`config.mk`:
```
export PLATFORM = sky130hd
export DESIGN_NAME = fetch_sequencer
export DESIGN_NICKNAME = d
export VERILOG_FILES = /design/src/rtl/fetch_pkg.sv /design/src/rtl/fetch_sequencer_prog_rom.sv /design/src/rtl/fetch_sequencer.sv
export SDC_FILE = /design/constraint.sdc
export NUM_CORES = 1
export LEC_CHECK = 0
export ABC_AREA = 1
export BUFFER_PORTS_ARGS = -buffer_cell sky130_fd_sc_hd__buf_2
export CAP_MARGIN = 40
export CORE_UTILIZATION = 40
export CTS_CLUSTER_SIZE = 16
export DETAILED_ROUTE_END_ITERATION = 6
export HOLD_SLACK_MARGIN = 0.02
export PLACE_DENSITY = 0.6
export SLEW_MARGIN = 15
export SYNTH_ARGS = -nofsm -noshare
export SYNTH_HDL_FRONTEND = slang
export SYNTH_HIERARCHICAL = 1
export SYNTH_SLANG_ARGS = --single-unit
```
`constraint.sdc`:
```
create_clock -name clk -period 3.3 [get_ports clk]
set_input_delay 0.66 -clock clk [delete_from_list [all_inputs] [get_ports clk]]
set_output_delay 0.66 -clock clk [all_outputs]
set_load 0.01 [all_outputs]
```
`src/rtl/fetch_pkg.sv`:
```
// Shared types and constants for the instruction fetch sequencer.
package fetch_pkg;

  // Sequencer states.
  typedef enum logic [1:0] {
    IDLE   = 2'd0,
    FETCH  = 2'd1,
    VALID  = 2'd2,
    HALTED = 2'd3
  } state_t;

  // Opcode (upper 4 bits of a word) that stops the sequencer.
  localparam logic [3:0] HLT_OP = 4'hF;

  // Built-in program: the leftmost word lives at address 0.
  localparam int DEFAULT_LEN = 7;
  localparam logic [DEFAULT_LEN*8-1:0] DEFAULT_PROG =
    {8'h22, 8'h2D, 8'h38, 8'h17, 8'h31, 8'h07, 8'h43};

  // Word idx of the built-in program, zero beyond its end.
  function automatic logic [7:0] default_word(input int idx);
    if (idx < 0 || idx >= DEFAULT_LEN) return 8'h00;
    return DEFAULT_PROG[(DEFAULT_LEN-1-idx)*8 +: 8];
  endfunction

endpackage

```
`src/rtl/fetch_sequencer_prog_rom.sv`:
```
// Program ROM with a registered read port. Contents come from the
// package program, or from an explicit image when USE_IMAGE is set
// (word i at bits [i*WORD_W +: WORD_W]). Addresses at or beyond
// PROG_LEN read as zero.
module prog_rom
  import fetch_pkg::*;
#(
  parameter int ADDR_W   = 4,
  parameter int WORD_W   = 8,
  parameter int PROG_LEN = 7,
  parameter bit USE_IMAGE = 1'b0,
  parameter logic [WORD_W*(2**ADDR_W)-1:0] PROG_IMAGE = '0
) (
  input  logic              clk,
  input  logic              rst,
  input  logic              rd_en,
  input  logic [ADDR_W-1:0] addr,
  output logic [WORD_W-1:0] data
);

  localparam int DEPTH = 2**ADDR_W;

  // Contents of one ROM location, resolved at elaboration.
  function automatic logic [WORD_W-1:0] init_word(input int idx);
    if (idx >= PROG_LEN) return '0;
    if (USE_IMAGE) return PROG_IMAGE[idx*WORD_W +: WORD_W];
    return WORD_W'(default_word(idx));
  endfunction

  logic [WORD_W-1:0] mem [DEPTH];

  // Constant ROM contents, one word per location.
  for (genvar i = 0; i < DEPTH; i++) begin : g_init
    assign mem[i] = init_word(i);
  end

  // Registered read; the word is held between reads.
  // NOTE: only the read register is reset; the array is constant and
  // resetting storage would just turn it into a wide register bank.
  always_ff @(posedge clk) begin
    if (rst) begin
      data <= '0;
    end else if (rd_en) begin
      data <= mem[addr];
    end
  end

endmodule

```
`src/rtl/fetch_sequencer.sv`:
```
// Instruction fetch sequencer: walks the program ROM, presents one word
// at a time on a valid/ready handshake, follows jumps and stops on the
// halt opcode or when the next address leaves the program.
module fetch_sequencer
  import fetch_pkg::*;
#(
  parameter int ADDR_W   = 4,
  parameter int WORD_W   = 8,
  parameter int PROG_LEN = 7,
  parameter bit USE_IMAGE = 1'b0,
  parameter logic [WORD_W*(2**ADDR_W)-1:0] PROG_IMAGE = '0
) (
  input  logic              clk,
  input  logic              rst,
  input  logic              start,
  input  logic              jump_en,
  input  logic [ADDR_W-1:0] jump_addr,
  input  logic              instr_ready,
  output logic [WORD_W-1:0] instr,
  output logic              instr_valid,
  output logic [ADDR_W-1:0] pc,
  output logic              halted
);

  // One extra bit so PROG_LEN == 2**ADDR_W is representable.
  localparam logic [ADDR_W:0] LEN = (ADDR_W+1)'(PROG_LEN);

  state_t            state;
  logic              rd_en;
  logic              accept;
  logic              is_hlt;
  logic              in_range;
  logic [ADDR_W-1:0] next_pc;

  prog_rom #(
    .ADDR_W    (ADDR_W),
    .WORD_W    (WORD_W),
    .PROG_LEN  (PROG_LEN),
    .USE_IMAGE (USE_IMAGE),
    .PROG_IMAGE(PROG_IMAGE)
  ) u_rom (
    .clk  (clk),
    .rst  (rst),
    .rd_en(rd_en),
    .addr (pc),
    .data (instr)
  );

  // Handshake decode and next-address selection.
  // NOTE: every signal gets a value before any condition so no latch
  // can be inferred.
  always_comb begin
    rd_en    = (state == FETCH);
    accept   = (state == VALID) && instr_valid && instr_ready;
    is_hlt   = (instr[WORD_W-1 -: 4] == HLT_OP);
    next_pc  = jump_en ? jump_addr : pc + ADDR_W'(1);
    in_range = ({1'b0, next_pc} < LEN);
  end

  // Sequencer FSM with registered pc, instr_valid and halted.
  // NOTE: non-blocking assignments keep every register sampling the
  // pre-edge values, independent of statement order.
  always_ff @(posedge clk) begin
    if (rst) begin
      state       <= IDLE;
      pc          <= '0;
      instr_valid <= 1'b0;
      halted      <= 1'b0;
    end else begin
      case (state)
        IDLE: begin
          if (start) begin
            pc    <= '0;
            state <= FETCH;
          end
        end
        FETCH: begin
          state       <= VALID;
          instr_valid <= 1'b1;
        end
        VALID: begin
          if (accept) begin
            instr_valid <= 1'b0;
            if (is_hlt) begin
              // Halt opcode: keep pc on the halting word, ignore jumps.
              state  <= HALTED;
              halted <= 1'b1;
            end else begin
              pc <= next_pc;
              if (in_range) begin
                state <= FETCH;
              end else begin
                state  <= HALTED;
                halted <= 1'b1;
              end
            end
          end
        end
        HALTED: begin
          if (start) begin
            pc     <= '0;
            halted <= 1'b0;
            state  <= FETCH;
          end
        end
        default: begin
          state       <= IDLE;
          instr_valid <= 1'b0;
          halted      <= 1'b0;
        end
      endcase
    end
  end

endmodule

```
* Word-level counts from Yosys, hierarchy flattened *
Memories as Yosys holds them, arrays and structs flattened. A register that Yosys moved wholly into a read port is not among the register bits.
Index checks and enable logic that the tools add are counted.

storage, ports and cells
  register bits = 8
  bits in read-only memories = 128
  bits of input ports = 9
  output and inout port bits = 14
  memories = 1

cells by class
  $add $sub $neg = 1
  $lt $le $gt $ge = 1
  equality and inequality tests = 9
  muxes and demuxes = 17
  bitwise gates (word level) = 1
  reductions and logical operators = 11

memory list
  name              words  bits a word  rd ports  clocked after memory_dff  write ports  line                            RTL
  (name not given)  16     8            1         1                         0            fetch_sequencer_prog_rom.sv:44  data <= mem[addr];

operators by type and width
  cell                                                    number
  two-way mux 4 bit                                       4
  two-way mux 2 bit                                       4
  one-hot mux 4 bit (2 select lines)                      1
  AND reduction 4 bit                                     2
  inequality test 2 bit (second input constant)           3
  one-hot mux 2 bit (3 select lines)                      1
  nonzero test 2 bit                                      3
  two-way mux 1 bit                                       5
  NOT 4 -> 5 bit                                          1
  adder 4 x 1 -> 4 bit (second input constant)            1
  equality test 2 bit (second input constant)             2
  equality test 4 bit (second input constant)             1
  < comparator 4 x 3 -> 1 bit (second input constant)     1
  one-hot mux 1 bit (2 select lines)                      2
  AND reduction 2 bit                                     2
  inequality test 3 bit (second input constant)           1
  equality test 2 x 1 -> 1 bit (second input constant)    1
  logical AND 1 bit                                       2
  logical NOT 2 bit                                       1
  inequality test 2 x 1 -> 1 bit (second input constant)  1
  OR reduction 2 bit                                      1

* Depth between registers and ports, before layout *
Gate-level depths: netlist (run 1).

  depth in word-level cells = 7
  mapped depth = 12

* By module *
The synthesis (run 1) kept the hierarchy.

modules (own cells, without submodules)
  module           times used  cells an instance  area each (sq um)  sequential area each (sq um)
  fetch_sequencer  1           85                 555.5              160.2
  prog_rom         1           50                 376.6              140.1

* Worst setup path before layout (run 1) *
OpenSTA, ideal clock, no wires.

  kind = register to register
  start point = register state[0]
  end point = register pc[3]
  setup time = 0.116 ns
  data arrival time = 1.429 ns
  path slack = 1.755 ns
  stages on the path, launching flop included = 11
  buffers on the path = 0
  clock period less this slack = 1.545 ns
  cells stage by stage = dfxtp_1 -> inv_1 -> ha_1 -> inv_1 -> o21ai_2 -> nor2_1 -> o21ai_2 -> inv_2 -> o21ai_0 -> o211ai_1 -> inv_1

between the ends
  word-level cells in the longest chain between the ends = 5
  elaborated cells on any way between the ends = 12

ends and longest elaborated chain
  item                             line                                          RTL
  start, declared                  fetch_sequencer.sv:28                         state_t state;
  start signal, assigned           fetch_sequencer.sv:65                         state <= IDLE;
  start signal, assigned           fetch_sequencer.sv:74                         state <= FETCH;
  start signal, assigned           fetch_sequencer.sv:78                         state <= VALID;
  equality test 2 bit              fetch_sequencer.sv:54, fetch_sequencer.sv:70
  logical AND 1 bit (2 in series)  fetch_sequencer.sv:54                         accept = (state == VALID) && instr_valid && instr_ready;
  inequality test 2 bit (no line)  --
  AND reduction 4 bit (no line)    --
  end signal, assigned             fetch_sequencer.sv:89                         pc <= next_pc;
  end, declared                    fetch_sequencer.sv:21                         output logic [ADDR_W-1:0] pc,

Several ways; a longest one is shown, not always the timed one.
A chain may end at the register's enable or synchronous reset.

* Worst setup path in the final report (run 1) *
  start point = register pc[2]
  end point = output port pc[2]

No word-level cell between the ends.

==> results of run 1 <==
area by class of cell:
cell class	instances	share of cell area, %
Timing Repair Buffer	21	9.63
Sequential cell	15	27.5
Inverter	25	8.60
Clock buffer	4	2.41
Tap cell	28	3.21
Multi-Input combinational cell	94	48.6
metal layers:
layer  vias up  share of wire, %  track usage (%)
li1        478                 -                -
met1       360                49             21.1
met2        21                45             27.3
met3         5               3.6             3.94
met4         0               2.3             10.0
met5         -                 0                0
kinds of logic after synthesis:
group | after synthesis | share of synthesized area, %
flip-flops | 15 | 32.2
AND/OR/NAND/NOR | 63 | 31.8
AO/OA/AOI/OAI | 21 | 12.6
adder cells (fa/ha/maj) | 9 | 12.1
other | 1 | 0.402
buffers and inverters | 26 | 10.9
layout by cell type (no fill, tap or decap), types with 3 or more instances in the layout:
cell,n
ha_1,9
inv_2,5
a21oi_1,14
nor2_1,5
nand4_1,4
inv_1,20
nand3_1,12
dfxtp_1,15
o21ai_0,3
buf_2,21
nand2_1,35
nand2_2,3
clkbuf_4,3
sequential cells by signal, summed over array words and instances, names as in the netlist:
signal,cells
halted,1
state,2
u_rom/data,7
pc,4
instr_valid,1
power groups by stage:
| stage | sequential [uW] | combinational (uW) | clock (uW) |
|---|---|---|---|
| 4_1_cts | 302 | 418 | 111 |
| 5_1_grt | 315 | 477 | 125 |
| 2_1_floorplan | 316 | 294 | 0 |
| 6_report | 302 | 415 | 107 |
| 3_5_place_dp | 307 | 416 | 0 |
| 3_3_place_gp | 304 | 412 | 0 |
through the flow:
step                      std cells  hold WS, ns  power [uW]  utilization, %  cell area (sq um)
final                           187        0.466         824            49.3               1090
after global routing            187        0.488         916            49.3               1090
after CTS                       187        0.467         832            49.3               1090
after detailed placement        183        0.453         723            48.1               1060
after global placement          183        0.450         717            48.1               1060
after floorplan                 135        0.483         610               -                932
worst paths after layout:
kind / cells past startpoint / from / end / slack (ns)
worst max-delay path: 1 / pc[2] / pc[2] / 1.57
worst min-delay path: 2 / u_rom/data[1] / u_rom/data[1] / 0.47
worst max register to register: 10 / state[0] / pc[3] / 1.59
worst min register to register: 2 / u_rom/data[1] / u_rom/data[1] / 0.47
==> results_dict.tcl, run 1 <==
set metrics [dict create \
    status "completed" \
    final_max_slew_viol_count 0 \
    clockRootBuffer "clkbuf_4" \
    route.detailed.wl_per_inst_microns 9.94 \
    filler_cell_count 232 \
    die_area_sq_um 2530 \
    endpoint_kind "primary output" \
    rows 17 \
    die_w_microns 50.3 \
    final.setup.tns_ns 0 \
    worst_setup_hold_path_clk_slew_ns 0.09 \
    grt_pass1_vias 797 \
    cp-start-kind "flop" \
    delay_contributed_by_the_slowest_stage_of_the_critical_path_ns 0.58 \
    detailedRoute.firstIterationViolations 8 \
    timing.critical_path.buf_inv 1 \
    top_level_ports 23 \
    cts_tree "done" \
    postCtsSetupBuffers 0 \
    number_of_instances_in_the_synthesized_netlist 135 \
    number_of_enable_type_register_cells_in_the_synthesized_netlist 0 \
    hpwlAfterDp_mm 1.47 \
    timing.fmax_mhz 577 \
    synth_sequential_area_ratio_pct 32.2 \
    drt.antenna.violating_nets 0 \
    ys_top_cells_by_count "nand2_1, inv_1, dfxtp_1" \
    grt_util_all_layers_pct 17.2 \
    critPathArrivalTime_ns 1.07 \
    cell_pwr_density_nw_per_um2 755 \
    yosysUniqueCellTypes 19 \
    cts_repair_resize_count 0 \
    antenna_found_initial 0 \
    critical_path.cell_chain "buf_2" \
    max_cap_viol_count 0 \
    clock_skew_ns 0.00220 \
    clkPwrFrac_pct 13.0 \
    clk_path_buf_depth 2 \
    critical_path.slowest_cell "dfxtp_1" \
    antennaDiodeCount 0 \
    synth_largest_type_area_fraction_pct 32.2 \
    synth_async_sr_flop_share_pct 0 \
    cts_num_sinks 15 \
    p_int_uw 439 \
    yosys.cell_count.top_type "nand2_1" \
    setup_violations 0 \
    holdBufCountCts 0 \
    multiInputGateArea_sq_um 531 \
    synth_flop_cell "dfxtp_1" \
    grt_overflow_total 0 \
    die_y_microns 50.3 \
    power_switching_share_pct 46.7 \
    post-route-worst-setup-slack_ns 1.57 \
    placement.io_buffers 21 \
    post-route-drc-count 0 \
    drt_wirelength_mm 1.86 \
    yosys-top-cells-area "dfxtp_1, nand2_1, ha_1" \
    grt_max_degree 13 \
    cp_top_family "flip-flops" \
    final_layout_size_suffix_gt1_share_pct 22.6 \
    post-route-period-util_pct 52.5 \
    grt_setup_unrepaired "false" \
    critical_path_required_ns 2.64 \
    ys_seq_elements 15 \
    dp_worst_setup_slack_ns 1.60 \
    core_sq_um 2210 \
    flow.area_growth_from_synthesis_pct 17.0 \
    first_pass_grt_wire_length_mm 3.28 \
    cts_inserted_buffers 3 \
    gp_routability_congestion 0.839 \
    setup.worst_path.class "flop to primary output" \
    netSwitchingPower_uw 385 \
    nNetsFinal 178 \
    seq_area_sq_um 300 \
    p_seq_share_pct 36.7 \
    min_period_ns 1.73 \
    ir_worst_vdd_uv 325 \
    clk_latency_ns 0.28 \
    first_pass_drt_iterations 4 \
    mapped_cell_area_sq_um 932 \
    worstPathMaxFanout 12 \
    min-delay-path-class "flop to flop" \
    final_hold_viol_count 0 \
    h-tree-depth 1 \
    post_synth.cell_area_avg_sq_um 6.90 \
    synthDominantAreaCellType "dfxtp_1" \
    combinational_cell_fraction_of_total_power_pct 50.4 \
    mappedNetlistNets 153 \
    floorplan.initialDensity_pct 42.1 \
    vias 864 \
    ys.warnings.count 6 \
    vias_per_cell 4.62 \
    leakagePower_uw 0.000545 \
]
(Power assumes the default switching activity.)
==> inputs of run 2 (changes only) <==
--- a/config.mk
+++ b/config.mk
@@ -5,14 +5,14 @@
 export SDC_FILE = /design/constraint.sdc
 export NUM_CORES = 1
 export LEC_CHECK = 0
-export ABC_AREA = 1
+export ABC_AREA = 0
 export BUFFER_PORTS_ARGS = -buffer_cell sky130_fd_sc_hd__buf_2
 export CAP_MARGIN = 40
 export CORE_UTILIZATION = 40
 export CTS_CLUSTER_SIZE = 16
 export DETAILED_ROUTE_END_ITERATION = 6
 export HOLD_SLACK_MARGIN = 0.02
-export PLACE_DENSITY = 0.6
+export PLACE_DENSITY = 0.62
 export SLEW_MARGIN = 15
 export SYNTH_ARGS = -nofsm -noshare
 export SYNTH_HDL_FRONTEND = slang
==> constraint.sdc (replaced) <==
create_clock -name clk -period 1.4 [get_ports clk]
set_input_delay 0.28 -clock clk [delete_from_list [all_inputs] [get_ports clk]]
set_output_delay 0.28 -clock clk [all_outputs]
set_load 0.01 [all_outputs]
==> run 2 against run 1 <==
- worst hold slack worse by 0.11 ns
- the run now ends with setup timing left
- via count is 6.8% higher
- sequential share of layout area is 4.2 points lower
- total power grew to 2.5 times the previous value
- critical path type is now flop to flop
- critical path depth is 6 higher
- sequential cell count stayed put
- largest cell class unchanged
- synthesized cell count is 19% lower
- area after synthesis is 0.81% higher
- setup slack worse by 2.0 ns
- combinational power grew to 3.0 times the previous value
- design area is 19% higher
==> results_dict.tcl, run 2 <==
set metrics [dict create \
    clk_path_buf_depth 2 \
    flow.area_growth_from_synthesis_pct 37.9 \
    filler_cell_count 209 \
    placement.io_buffers 21 \
    leakagePower_uw 0.000572 \
    design_area_sq_um 1300 \
    die_w_microns 50.5 \
    vias_per_cell 5.21 \
    holdBufCountCts 0 \
    setup_violations 6 \
    post_synth.cell_area_avg_sq_um 8.54 \
    first_pass_grt_wire_length_mm 3.87 \
    cp-start-kind "flop" \
    synth_sequential_area_ratio_pct 32.0 \
    hold_path.startpoint "rst" \
    reg2reg_slack_ns -0.39 \
    worstRegToRegCells 7 \
    mappedNetlistNets 128 \
    route.detailed.wl_per_inst_microns 12.8 \
    critical_path_required_ns 1.62 \
    endpoint_kind "flop" \
    delay_contributed_by_the_slowest_stage_of_the_critical_path_ns 0.42 \
    die_y_microns 50.5 \
    post-route-period-util_pct 128 \
    dpl_cell_area_sq_um 1190 \
    min_period_ns 1.79 \
    final_max_slew_viol_count 0 \
    min-delay-path-class "input port to flop" \
    die_area_sq_um 2550 \
    largest-register "u_rom/data" \
    ys_seq_elements 15 \
    seq_area_sq_um 303 \
    grt_util_all_layers_pct 20.1 \
    cell_pwr_density_nw_per_um2 1620 \
    final_hold_viol_count 0 \
    multiInputGateArea_sq_um 662 \
    min_path_cells 2 \
    floorplan.initialDensity_pct 42.5 \
    critical_path.slowest_cell "a2111o_1" \
    critical_path.cell_chain "inv_2 -> ha_4 -> a21boi_4 -> a2111o_1 -> buf_6 -> or3_4 -> a21oi_2" \
    drt.antenna.violating_nets 0 \
    failed_checks "setup timing" \
    synth_async_sr_flop_share_pct 0 \
    clockRootBuffer "clkbuf_4" \
    ys.warnings.count 6 \
    rr_startpoint "state[0]" \
    antennaDiodeCount 0 \
    rows 17 \
    post-route-drc-count 0 \
    clk_latency_ns 0.28 \
    final_layout_size_suffix_gt1_share_pct 40.9 \
    number_of_enable_type_register_cells_in_the_synthesized_netlist 0 \
    synthDominantAreaCellType "dfxtp_1" \
    number_of_instances_in_the_synthesized_netlist 110 \
    final.setup.tns_ns -1.58 \
    layoutNonFillerInstCount 177 \
    top_level_ports 23 \
    critPathArrivalTime_ns 2.00 \
    most-common-layout-cells "buf_2, nand2_1, buf_4" \
    first_pass_drt_iterations 4 \
    status "finished, violations left" \
    fin_hold_ws_ns 0.351 \
    cts_tree "done" \
    nNetsFinal 168 \
    cts_num_sinks 15 \
    worstPathMaxFanout 5 \
    synth_flop_cell "dfxtp_1" \
    hold_path_end "instr_valid" \
    dp_worst_setup_slack_ns -0.328 \
    ys_top_cells_by_count "nand2_1, dfxtp_1, ha_1" \
    detailedRoute.firstIterationViolations 16 \
    biggest_registers_after_layout "u_rom/data x7, pc x4, state x2" \
    grt_max_degree 16 \
    grt_setup_unrepaired "true" \
    grt_overflow_total 0 \
    yosys-top-cells-area "dfxtp_1, ha_1, nand2_1" \
    critical_path.reg2reg.endpoint "pc[1]" \
    timing.fmax_mhz 560 \
    yosysUniqueCellTypes 44 \
    hpwlAfterDp_mm 1.72 \
    yosys.cell_count.top_type "nand2_1" \
    clock_skew_ns 0.00821 \
    vias 923 \
    total_instance_count_after_detailed_placement 171 \
    layout.cells.most_common "buf_2" \
    antenna_found_initial 0 \
    mapped_cell_area_sq_um 940 \
    post-route-worst-setup-slack_ns -0.386 \
    core_sq_um 2210 \
    h-tree-depth 1 \
    synth_largest_type_area_fraction_pct 32.0 \
    ir_worst_vdd_uv 795 \
    largest_register_ffs 7 \
    max_cap_viol_count 0 \
    grt_pass1_vias 849 \
    cts_inserted_buffers 3 \
    drt_wirelength_mm 2.26 \
    gp_routability_congestion 0.816 \
    worst_setup_hold_path_clk_slew_ns 0.10 \
    setup.worst_path.class "flop to flop" \
]
[run 2: cell count changes after synthesis, moves of 3 or more]
| cell | change |
|---|---|
| o21ai_1 | +4 |
| nor3_1 | +3 |
| nand3_1 | -11 |
| nor2b_1 | +3 |
| a21oi_1 | -10 |
| mux2i_1 | +3 |
| inv_1 | -15 |
| nand2_2 | -3 |
| inv_2 | -5 |
| nand2_1 | -19 |
[run 2: worst max path at each step]
stage	cells after the start	start	to
6_report	7	state[0]	pc[1]
3_3_place_gp	6	state[0]	pc[0]
4_1_cts	6	state[0]	pc[0]
2_1_floorplan	6	state[0]	pc[0]
5_1_grt	7	state[0]	pc[0]
3_5_place_dp	6	state[0]	pc[0]
[run 2: stage by stage]
| step | total power [uW] | util (%) |
|---|---|---|
| 6_report | 2100 | 58.6 |
| 2_1_floorplan | 1240 | - |
| 3_3_place_gp | 1630 | 53.7 |
| 3_5_place_dp | 1660 | 53.7 |
| 5_1_grt | 2270 | 58.6 |
| 4_1_cts | 2070 | 57.7 |
[run 2: logic make-up (layout without fill, tap and decap cells)]
group,count (synthesis),after routing,share of synthesized area (%)
buffers and inverters,9,48,4.79
DFF,15,15,32.0
adders and majority gates,9,9,12.0
other,1,1,0.399
muxes,4,4,4.39
and+or+nand+nor,46,46,26.2
xor gates and xnor gates,2,2,1.86
AOI/OAI and AO/OA,24,24,18.4
[run 2: layer usage]
metal	vias up	track usage (%)	share of wire, %
met5	-	0	0
met4	0	8.80	0.75
met3	2	3.03	2.9
met2	21	32.7	50
met1	437	26.2	47
li1	463	-	-
[run 2: layout make-up]
type	instances	share of cell area, %
well taps	28	2.70
clock buffers	4	2.03
inverters	5	1.45
repair buffers	39	19.4
multi-input cells	86	51.1
flip-flops and latches	15	23.4
[run 2: critical path, delay by kind of cell (launching register included)]
family | cells | cell delay [ns]
compound gates | 3 | 0.67
simple gates | 1 | 0.36
flops | 1 | 0.36
fa+ha+maj | 1 | 0.15
buf+inv | 2 | 0.18
[run 2: what timing repair did]
action	CTS	global route
buffers inserted	2	0
gates resized for setup	12	4
pin swaps	8	5
setup endpoints to repair	7	12
[run 2: power breakdown]
part	switching (uW)	internal (uW)	total [uW]	leakage, uW
registers	80.1	536	616	0.000123
clock network	145	110	256	0.0000150
logic	594	634	1230	0.000434
total	820	1280	2100	0.000572
==> inputs of run 3 (changes only) <==
--- a/config.mk
+++ b/config.mk
@@ -13,8 +13,8 @@
 export DETAILED_ROUTE_END_ITERATION = 6
 export HOLD_SLACK_MARGIN = 0.02
 export PLACE_DENSITY = 0.62
+export SKIP_LAST_GASP = 1
 export SLEW_MARGIN = 15
 export SYNTH_ARGS = -nofsm -noshare
 export SYNTH_HDL_FRONTEND = slang
-export SYNTH_HIERARCHICAL = 1
 export SYNTH_SLANG_ARGS = --single-unit
==> run 3 against run 2 <==
- the run still ends with setup timing left
- clock skew fell by 0.0038 ns
- wire length decreased by 7.0%
- non-clock buffer count rose by 1
- sequential share of layout area grew 0.13 points
- register-to-register slack gained 0.23 ns
- die area is 3.6% lower
- total power up 28%
- highest routed layer unchanged
==> results_dict.tcl, run 3 <==
set metrics [dict create \
    detailedRoute.firstIterationViolations 14 \
    critical_path_required_ns 1.59 \
    cell_pwr_density_nw_per_um2 2040 \
    hold_path.startpoint "start" \
    worstPathMaxFanout 4 \
    reg2reg_slack_ns -0.15 \
    hold_path_end "state[1]" \
    ys.warnings.count 0 \
    post-route-drc-count 0 \
    leakagePower_uw 0.000587 \
    die_w_microns 49.6 \
    yosys.cell_count.top_type "dfxtp_1" \
    min-delay-path-class "input port to flop" \
    min_path_cells 4 \
    grt_setup_unrepaired "true" \
    endpoint_kind "flop" \
    mapped_cell_area_sq_um 905 \
    vias_per_cell 4.95 \
    cp-start-kind "flop" \
    number_of_instances_in_the_synthesized_netlist 110 \
    hpwlAfterDp_mm 1.62 \
    post-route-worst-setup-slack_ns -0.152 \
    die_area_sq_um 2460 \
    synth_largest_type_area_fraction_pct 33.2 \
    max_cap_viol_count 0 \
    clk_path_buf_depth 2 \
    synthDominantAreaCellType "dfxtp_1" \
    holdBufCountCts 0 \
    critical_path.slowest_cell "dfxtp_4" \
    placement.io_buffers 21 \
    status "finished, violations left" \
    min_period_ns 1.55 \
    ys_seq_elements 15 \
    setup_violations 4 \
    number_of_enable_type_register_cells_in_the_synthesized_netlist 0 \
    post-route-period-util_pct 111 \
    post-route-util_pct 64.7 \
    rr_startpoint "pc[0]" \
    worst_setup_hold_path_clk_slew_ns 0.10 \
    final_layout_size_suffix_gt1_share_pct 45.0 \
    gp_routability_congestion 0.858 \
    floorplan.initialDensity_pct 44.3 \
    dpl_cell_area_sq_um 1230 \
    setup.worst_path.class "flop to flop" \
    ys_top_cells_by_count "dfxtp_1, a21oi_1, nor2_1" \
    core_sq_um 2040 \
    final_hold_viol_count 0 \
    power.total_uw 2700 \
    first_pass_grt_wire_length_mm 3.77 \
    final.setup.tns_ns -0.359 \
    delay_contributed_by_the_slowest_stage_of_the_critical_path_ns 0.39 \
    layout.cells.most_common "buf_2" \
    critPathArrivalTime_ns 1.74 \
    biggest_registers_after_layout "u_rom.data x7, pc x4, state x2" \
    synth_sequential_area_ratio_pct 33.2 \
    antenna_found_initial 0 \
    final_max_slew_viol_count 0 \
    first_pass_drt_iterations 4 \
    post_synth.cell_area_avg_sq_um 8.22 \
    die_y_microns 49.6 \
    design_area_sq_um 1320 \
    flow.area_growth_from_synthesis_pct 46.1 \
    cp_top_family "flip-flops" \
    failed_checks "setup timing" \
    ir_worst_vdd_uv 1470 \
    grt_max_degree 17 \
    largest_register_ffs 7 \
    top_level_ports 23 \
    grt_util_all_layers_pct 20.5 \
    synth_flop_cell "dfxtp_1" \
    most-common-layout-cells "buf_2, buf_4, a21oi_1" \
    yosys-top-cells-area "dfxtp_1, ha_1, a21oi_1" \
    timing.critical_path.buf_inv 1 \
    largest-register "u_rom.data" \
    antennaDiodeCount 0 \
    drt_wirelength_mm 2.10 \
    timing.fmax_mhz 644 \
    cts_inserted_buffers 3 \
    clk_latency_ns 0.29 \
    cts_tree "done" \
    worstRegToRegCells 6 \
    rows 16 \
    cts_num_sinks 15 \
    clockRootBuffer "clkbuf_4" \
    h-tree-depth 1 \
    critical_path.reg2reg.endpoint "halted" \
    drt.antenna.violating_nets 0 \
    mappedNetlistNets 127 \
    yosysUniqueCellTypes 37 \
    grt_pass1_vias 848 \
    nNetsFinal 167 \
    vias 871 \
    grt_overflow_total 0 \
    route.detailed.wl_per_inst_microns 11.9 \
    clock_skew_ns 0.00441 \
    critical_path.cell_chain "inv_4 -> ha_4 -> nand2b_4 -> o311ai_4 -> o21ai_1 -> mux2_1" \
    synth_async_sr_flop_share_pct 0 \
]
run 3: layout make-up:
class / count / area [sq um]
fillers: 193 / 721
multi-input cells: 79 / 638
flip-flops and latches: 15 / 310
repair buffers: 40 / 268
inverters: 11 / 43.8
well taps: 27 / 33.8
clock buffers: 3 / 22.5
clock inverters: 1 / 5.00
run 3: cell families (layout without fill, tap and decap cells):
| family | after synthesis | in the layout | share of synthesized area (%) |
|---|---|---|---|
| and+or+nand+nor | 36 | 36 | 19.8 |
| AOI/OAI and AO/OA | 30 | 30 | 23.1 |
| buffers and inverters | 16 | 55 | 8.16 |
| DFF | 15 | 15 | 33.2 |
| adders and majority gates | 8 | 8 | 11.1 |
| xor gates and xnor gates | 2 | 2 | 1.94 |
| muxes | 2 | 2 | 2.35 |
| other | 1 | 1 | 0.415 |
run 3: tightest hold or removal path: cells and delay by family:
family	cells	cell delay, ns
and+or+nand+nor	2	0.15
buffers and inverters	1	0.09
AOI/OAI and AO/OA	1	0.06
run 3: power breakdown:
part | switching [uW] | total [uW] | leakage, uW | internal (uW)
Combinational | 833 | 1740 | 0.000445 | 904
Sequential | 123 | 693 | 0.000124 | 570
Clock | 161 | 267 | 0.0000177 | 106
Total | 1120 | 2700 | 0.000587 | 1580
run 3: routing by layer:
metal  vias to the layer above  track usage, %  part of all wire (%)
met5                         -               0                     0
met4                         0            11.4                   2.1
met3                         4            2.78                   4.0
met2                        26            33.8                    47
met1                       389            25.4                    47
li1                        452               -                     -
run 3: repair_timing:
item,in CTS,in global routing
buffers inserted,1,0
gates resized for setup,1,10
endpoints found under the hold margin,0,0
pin swaps,1,4
endpoints found under the setup margin,7,9
run 3: through the flow:
stage                     hold WS, ns  setup slack [ns]  cells
after floorplan                 0.345            -0.110    110
after global placement          0.446           -0.0958    171
after detailed placement        0.450            -0.125    171
after CTS                       0.324            -0.143    176
after global routing            0.342            -0.242    176
final                           0.319            -0.152    176
run 3: worst max path at each step:
stage          slack, ns  cells after the start  startpoint      to
6_report           -0.15                      6       pc[0]  halted
2_1_floorplan      -0.11                      6       pc[0]  halted
3_3_place_gp        -0.1                      5       pc[0]  halted
4_1_cts            -0.14                      5       pc[0]  halted
5_1_grt            -0.24                      6       pc[1]  halted
3_5_place_dp       -0.13                      5       pc[0]  halted
